File: config.mk
export PLATFORM = sky130hd
export DESIGN_NAME = fifodcx_rd_word_packer
export DESIGN_NICKNAME = d
export VERILOG_FILES = /design/src/rtl/fifodcx_pkg.sv /design/src/rtl/fifodcx_word_outreg.sv /design/src/rtl/fifodcx_rd_word_packer.sv
export SDC_FILE = /design/constraint.sdc
export NUM_CORES = 1
export LEC_CHECK = 0
export ABC_CLOCK_PERIOD_IN_PS = 1750
export BUFFER_PORTS_ARGS = -buffer_cell sky130_fd_sc_hd__buf_2
export CORE_MARGIN = 3
export CORE_UTILIZATION = 45
export DETAILED_ROUTE_END_ITERATION = 12
export PLACE_DENSITY = 0.65
export SETUP_SLACK_MARGIN = 0.5
export SYNTH_ARGS = -nofsm -noshare
export SYNTH_HDL_FRONTEND = slang
export SYNTH_SLANG_ARGS = --single-unit
export TNS_END_PERCENT = 100
File: constraint.sdc
create_clock -name RdClock -period 1.75 [get_ports RdClock]
set_clock_uncertainty 0.15 [all_clocks]
set_input_delay 0.0875 -clock RdClock [delete_from_list [all_inputs] [get_ports RdClock]]
set_output_delay 0.0875 -clock RdClock [all_outputs]
set_load 0.02 [all_outputs]
File: src/rtl/fifodcx_pkg.sv
// Shared constants and types for the FIFO read-side word packer.
package fifodcx_pkg;

  localparam int NIBBLE_W         = 4;
  localparam int FIFO_RD_LAT      = 1;
  localparam int DEF_WORD_NIBBLES = 4;
  localparam int DEF_WORD_W       = DEF_WORD_NIBBLES * NIBBLE_W;

  typedef enum logic [1:0] {
    STREAM  = 2'd0,
    REWIND1 = 2'd1,
    REWIND2 = 2'd2
  } rd_state_e;

  function automatic int word_w(input int nibbles);
    return nibbles * NIBBLE_W;
  endfunction

endpackage

File: src/rtl/fifodcx_word_outreg.sv
// One-entry output register with valid/ready handshake and accepted-word counter.
module fifodcx_word_outreg #(
  parameter int WORD_W = 16,
  parameter int CNT_W  = 16
) (
  input  logic              clk,
  input  logic              rst,
  input  logic              i_load,
  input  logic [WORD_W-1:0] i_data,
  input  logic              i_ready,
  output logic [WORD_W-1:0] o_data,
  output logic              o_valid,
  output logic              o_free,
  output logic [CNT_W-1:0]  o_count
);

  logic [WORD_W-1:0] r_data;
  logic              r_valid;
  logic [CNT_W-1:0]  r_count;
  logic              w_accept;

  assign w_accept = r_valid && i_ready;
  // Free this cycle if empty, or if the held word leaves on this edge.
  assign o_free   = !r_valid || i_ready;

  always_ff @(posedge clk or posedge rst) begin
    if (rst) begin
      r_data  <= '0;
      r_valid <= 1'b0;
      r_count <= '0;
    end else begin
      if (i_load) begin
        r_data  <= i_data;
        r_valid <= 1'b1;
      end else if (w_accept) begin
        r_valid <= 1'b0;
      end
      if (w_accept) r_count <= r_count + CNT_W'(1);
    end
  end

  assign o_data  = r_data;
  assign o_valid = r_valid;
  assign o_count = r_count;

endmodule

File: src/rtl/fifodcx_rd_word_packer.sv
// Pops nibbles from the dual-clock FIFO read port and packs them LSB-first into
// words; owns RdEn and the read-pointer reset used for replay.
module fifodcx_rd_word_packer
  import fifodcx_pkg::*;
#(
  parameter int WORD_NIBBLES = 4,
  parameter int RD_LATENCY   = 1,
  parameter int CNT_W        = 16
) (
  input  logic                             RdClock,
  input  logic                             Reset,
  input  logic [NIBBLE_W-1:0]              FifoQ,
  input  logic                             Empty,
  input  logic                             AlmostEmpty,
  output logic                             RdEn,
  output logic                             RPReset,
  input  logic                             Rewind,
  output logic [WORD_NIBBLES*NIBBLE_W-1:0] WordOut,
  output logic                             WordValid,
  input  logic                             WordReady,
  output logic [CNT_W-1:0]                 WordCount,
  output logic                             LowWater
);

  localparam int              WORD_W  = word_w(WORD_NIBBLES);
  localparam int              NC_W    = $clog2(WORD_NIBBLES + 1);
  localparam logic [NC_W-1:0] NC_FULL = NC_W'(WORD_NIBBLES);

  if (RD_LATENCY != FIFO_RD_LAT) begin : g_lat_chk
    $error("fifodcx_rd_word_packer supports RD_LATENCY=1 only");
  end

  rd_state_e                            r_state, w_state_nxt;
  logic [WORD_NIBBLES-1:0][NIBBLE_W-1:0] r_asm;
  logic [NC_W-1:0]                      r_nib_cnt;
  logic                                 r_pend, r_rpreset, r_low;
  logic                                 w_rewind_go, w_full, w_free, w_xfer;

  always_ff @(posedge RdClock or posedge Reset) begin
    if (Reset) r_state <= STREAM;
    else       r_state <= w_state_nxt;
  end

  always_comb begin
    w_state_nxt = r_state;
    case (r_state)
      STREAM:  if (Rewind) w_state_nxt = REWIND1;
      REWIND1: w_state_nxt = REWIND2;
      REWIND2: w_state_nxt = STREAM;
      default: w_state_nxt = STREAM;
    endcase
  end

  assign w_rewind_go = (r_state == STREAM) && Rewind;
  assign w_full      = (r_nib_cnt == NC_FULL);
  // A rewind wipes the assembly register, so it also blocks the transfer.
  assign w_xfer      = w_full && w_free && !w_rewind_go;

  // Counting the in-flight read keeps the assembler from ever overfilling.
  assign RdEn = !Reset && (r_state == STREAM) && !Empty && !Rewind &&
                ((r_nib_cnt + NC_W'(r_pend)) < NC_FULL);

  always_ff @(posedge RdClock or posedge Reset) begin
    if (Reset) begin
      r_asm     <= '0;
      r_nib_cnt <= '0;
      r_pend    <= 1'b0;
      r_rpreset <= 1'b0;
      r_low     <= 1'b0;
    end else begin
      r_rpreset <= (w_state_nxt != STREAM);
      r_low     <= AlmostEmpty;
      if (w_rewind_go) begin
        r_asm     <= '0;
        r_nib_cnt <= '0;
        r_pend    <= 1'b0;
      end else begin
        r_pend <= RdEn;
        if (r_pend) begin
          for (int i = 0; i < WORD_NIBBLES; i++)
            if (r_nib_cnt == NC_W'(i)) r_asm[i] <= FifoQ;
          r_nib_cnt <= r_nib_cnt + NC_W'(1);
        end else if (w_xfer) begin
          r_nib_cnt <= '0;
        end
      end
    end
  end

  fifodcx_word_outreg #(
    .WORD_W (WORD_W),
    .CNT_W  (CNT_W)
  ) u_outreg (
    .clk     (RdClock),
    .rst     (Reset),
    .i_load  (w_xfer),
    .i_data  (r_asm),
    .i_ready (WordReady),
    .o_data  (WordOut),
    .o_valid (WordValid),
    .o_free  (w_free),
    .o_count (WordCount)
  );

  assign RPReset  = r_rpreset;
  assign LowWater = r_low;

endmodule
==> flow_summary.toml <==
[sta]
slew_violations = 0
hold_viol_final = 1
fin_crit_sh = 0.927
setup_tns_ps = 0
min_period_ps = 1620
final-setup-viol-count = 0
hold_ws_ps = -88.7
rsz0062_at_grt = "yes"
relSlewSlack = 0.797
fmaxAchievable_mhz = 617
worst_pin_slew_ps = 303

[run_status]
violations = "negative hold slack"
status = "finished with violations"

[finish]
mostFrequentLayoutCell = "dfrtp_1"
drive_gt1_frac = 0.623
antenna_cells = 0
layout_common_cells = "43 x dfrtp_1, 36 x buf_2, 25 x buf_6, 20 x buf_4, 17 x nand3_1"
area_delta_synth_final_pct = 53.2
nets = 319

[clock_tree]
cts_hold_buf = 7
clk_pin_slew_ps = 70
clock_latency_ps = 330
clockBufferDepth = 2
clock-sinks = 57
h-tree-depth = 3
cts_tree = "built"
root_buffer = "clkbuf_8"
cts_buffers = 9

[floorplan]
fp.coreArea_sq_um = 5240
io_pins = 46
fp.dieArea_sq_um = 6510
start_util = 0.479
row_count = 26
die_w_microns = 80.7
die_h_microns = 80.7

[setup_path]
crit_type = "flip-flop to flip-flop"
required_ps = 1810
cp_cell_sequence = "inv_2, ha_4, nand3_4, nor2_8, buf_12, mux2_4"
crit_path_end_kind = "flip-flop"
path_buf_inv = 2
crit_path_start_kind = "flip-flop"
slowest_stage = "dfrtp_1"
critPathMaxStageDelay_ps = 410
worstPathMaxFanout = 7
regToRegSetupSlack_ps = 130
cp_top_family = "flip-flops"
rr_startpoint = "r_nib_cnt[1]$_DFFE_PP0P_"
r2r_end = "u_outreg.o_data[3]$_DFFE_PP0P_"
arrival_ps = 1680
worst_r2r_path_depth = 6

[detailed_routing]
firstDrtPassIters = 4
drt-initial-drc-count = 69
drt-vias-per-instance = 5.00
wl_mm = 6.18
final_antenna_net_count = 0
drc = 0
wire_per_inst_microns = 16.4
vias = 1889

[synth]
synth_fp_nets = 221
ys_seq_elements = 57
yosysUniqueCellTypes = 32
syn_inst = 205
syn-cell-area_sq_um = 2510
ys_warn_count = 0
synth_flop_cell = "dfrtp_1"
syn_area_per_cell_sq_um = 12.2
synth-async-reset-ratio = 1.00
ys_seq_area_frac = 0.569
synth-edff-count = 0

[place]
numPortBuffers = 45
dp_hpwl_mm = 3.33
place_congestion = 0.717

[pwr]
p_switching_mw = 0.952
internal_power_mw = 2.49
p_seq_frac = 0.431
total_power_mw = 3.44
p_clk_frac = 0.342
peakVddDrop_uv = 636
power.density_nw_per_um2 = 895
leakage_nw = 1.86
pwr-share-comb = 0.227
sw_frac_of_total = 0.277

[global_routing]
grt_overflow = 0
grt.total_usage = 0.191
grt_pass1_vias = 1885
grt_first_pass_wirelength_mm = 9.19
grt_start_max_net_pins = 58
antenna_found_initial = 0

[hold_path]
hold_end = "r_pend$_DFF_PP0_"
hold_path_startpoint = "Empty"
min_path_cells = 3
hp-class = "input pin to flip-flop"

[run]
drv_cap = 0
## routing by layer
| layer | GRT usage | wire (microns) | up-vias |
|---|---|---|---|
| met1 | 0.242 | 2640 | 928 |
| li1 | - | - | 904 |
| met2 | 0.310 | 3200 | 47 |
| met3 | 0.0549 | 245 | 10 |
| met5 | 0 | 0 | - |
| met4 | 0.0693 | 91 | 0 |
## registers in the layout (all words and copies together), names as in the netlist
signal            flops
r_asm                16
u_outreg.o_valid      1
r_nib_cnt             3
u_outreg.o_data      16
LowWater              1
RPReset               1
r_pend                1
u_outreg.o_count     16
r_state               2
## Yosys cell counts, types with 2 or more instances
| cell | instances | area, sq um |
|---|---|---|
| dfrtp_1 | 57 | 1430 |
| nand2_1 | 29 | 109 |
| nand3_1 | 20 | 100 |
| a21oi_1 | 19 | 95.1 |
| mux2_4 | 10 | 150 |
| xnor2_1 | 10 | 87.6 |
| mux2_2 | 7 | 78.8 |
| ha_1 | 6 | 75.1 |
| xor2_1 | 6 | 52.6 |
| inv_1 | 5 | 18.8 |
| nor2_1 | 5 | 18.8 |
| and3_1 | 3 | 18.8 |
| nand3_2 | 3 | 30.0 |
| nand3b_1 | 3 | 22.5 |
| buf_2 | 2 | 10.0 |
| clkbuf_1 | 2 | 7.51 |
| nor2b_1 | 2 | 12.5 |
| nor4_4 | 2 | 42.5 |
## worst min-delay path, cell delays in order
cell and delay [ps]:
buf_2 70, nor3_1 40, and3_1 160
## how the worst max path moves through the flow
stage,depth (start not counted),end,startpoint
floorplan,6,u_outreg.o_data[0]$_DFFE_PP0P_,r_nib_cnt[0]$_DFFE_PP0P_
global placement,5,u_outreg.o_data[10]$_DFFE_PP0P_,r_nib_cnt[0]$_DFFE_PP0P_
detailed placement,5,u_outreg.o_data[13]$_DFFE_PP0P_,r_nib_cnt[0]$_DFFE_PP0P_
CTS,6,u_outreg.o_data[3]$_DFFE_PP0P_,r_nib_cnt[1]$_DFFE_PP0P_
global route,6,u_outreg.o_data[13]$_DFFE_PP0P_,r_nib_cnt[1]$_DFFE_PP0P_
finish,6,u_outreg.o_data[3]$_DFFE_PP0P_,r_nib_cnt[1]$_DFFE_PP0P_
## area by class of cell
type,instances,area (sq um)
flip-flops and latches,57,1440
fillers,341,1390
multi-input cells,137,1310
repair buffers,93,787
clock buffers,14,183
well taps,70,87.6
inverters,5,22.5
clock inverters,2,10.0
## what timing repair did
action / in CTS / in global routing
pin swaps: 44 / 20
buffers inserted: 22 / 10
gates resized for setup: 56 / 42
cloned: 0 / 1
endpoints found under the setup margin: 49 / 60
endpoints found under the hold margin: 76 / 1
## power by group through the flow
stage / registers (mW) / clock network (mW) / logic (mW)
floorplan: 1.61 / 0 / 0.204
global placement: 1.52 / 0 / 0.440
CTS: 1.49 / 1.18 / 0.631
finish: 1.48 / 1.18 / 0.780
detailed placement: 1.52 / 0 / 0.456
global route: 1.49 / 1.25 / 0.835
## metrics by stage
stage | setup WS (ps) | cell area [sq um] | instances | utilization
finish | 128 | 3840 | 378 | 0.734
global route | 91.0 | 3840 | 378 | 0.734
CTS | 121 | 3600 | 367 | 0.688
detailed placement | 48.5 | 2930 | 322 | 0.559
global placement | 82.3 | 2930 | 322 | 0.559
floorplan | 97.3 | 2590 | 205 | -
## logic make-up after synthesis
group | Yosys count | share of synthesized area
AOI/OAI and AO/OA | 20 | 0.0399
xor gates and xnor gates | 16 | 0.0559
adders and majority gates | 6 | 0.0299
buffers and inverters | 11 | 0.0269
DFF | 57 | 0.569
muxes | 17 | 0.0913
and+or+nand+nor | 78 | 0.188
No activity file was read; power rests on OpenSTA's default activity.
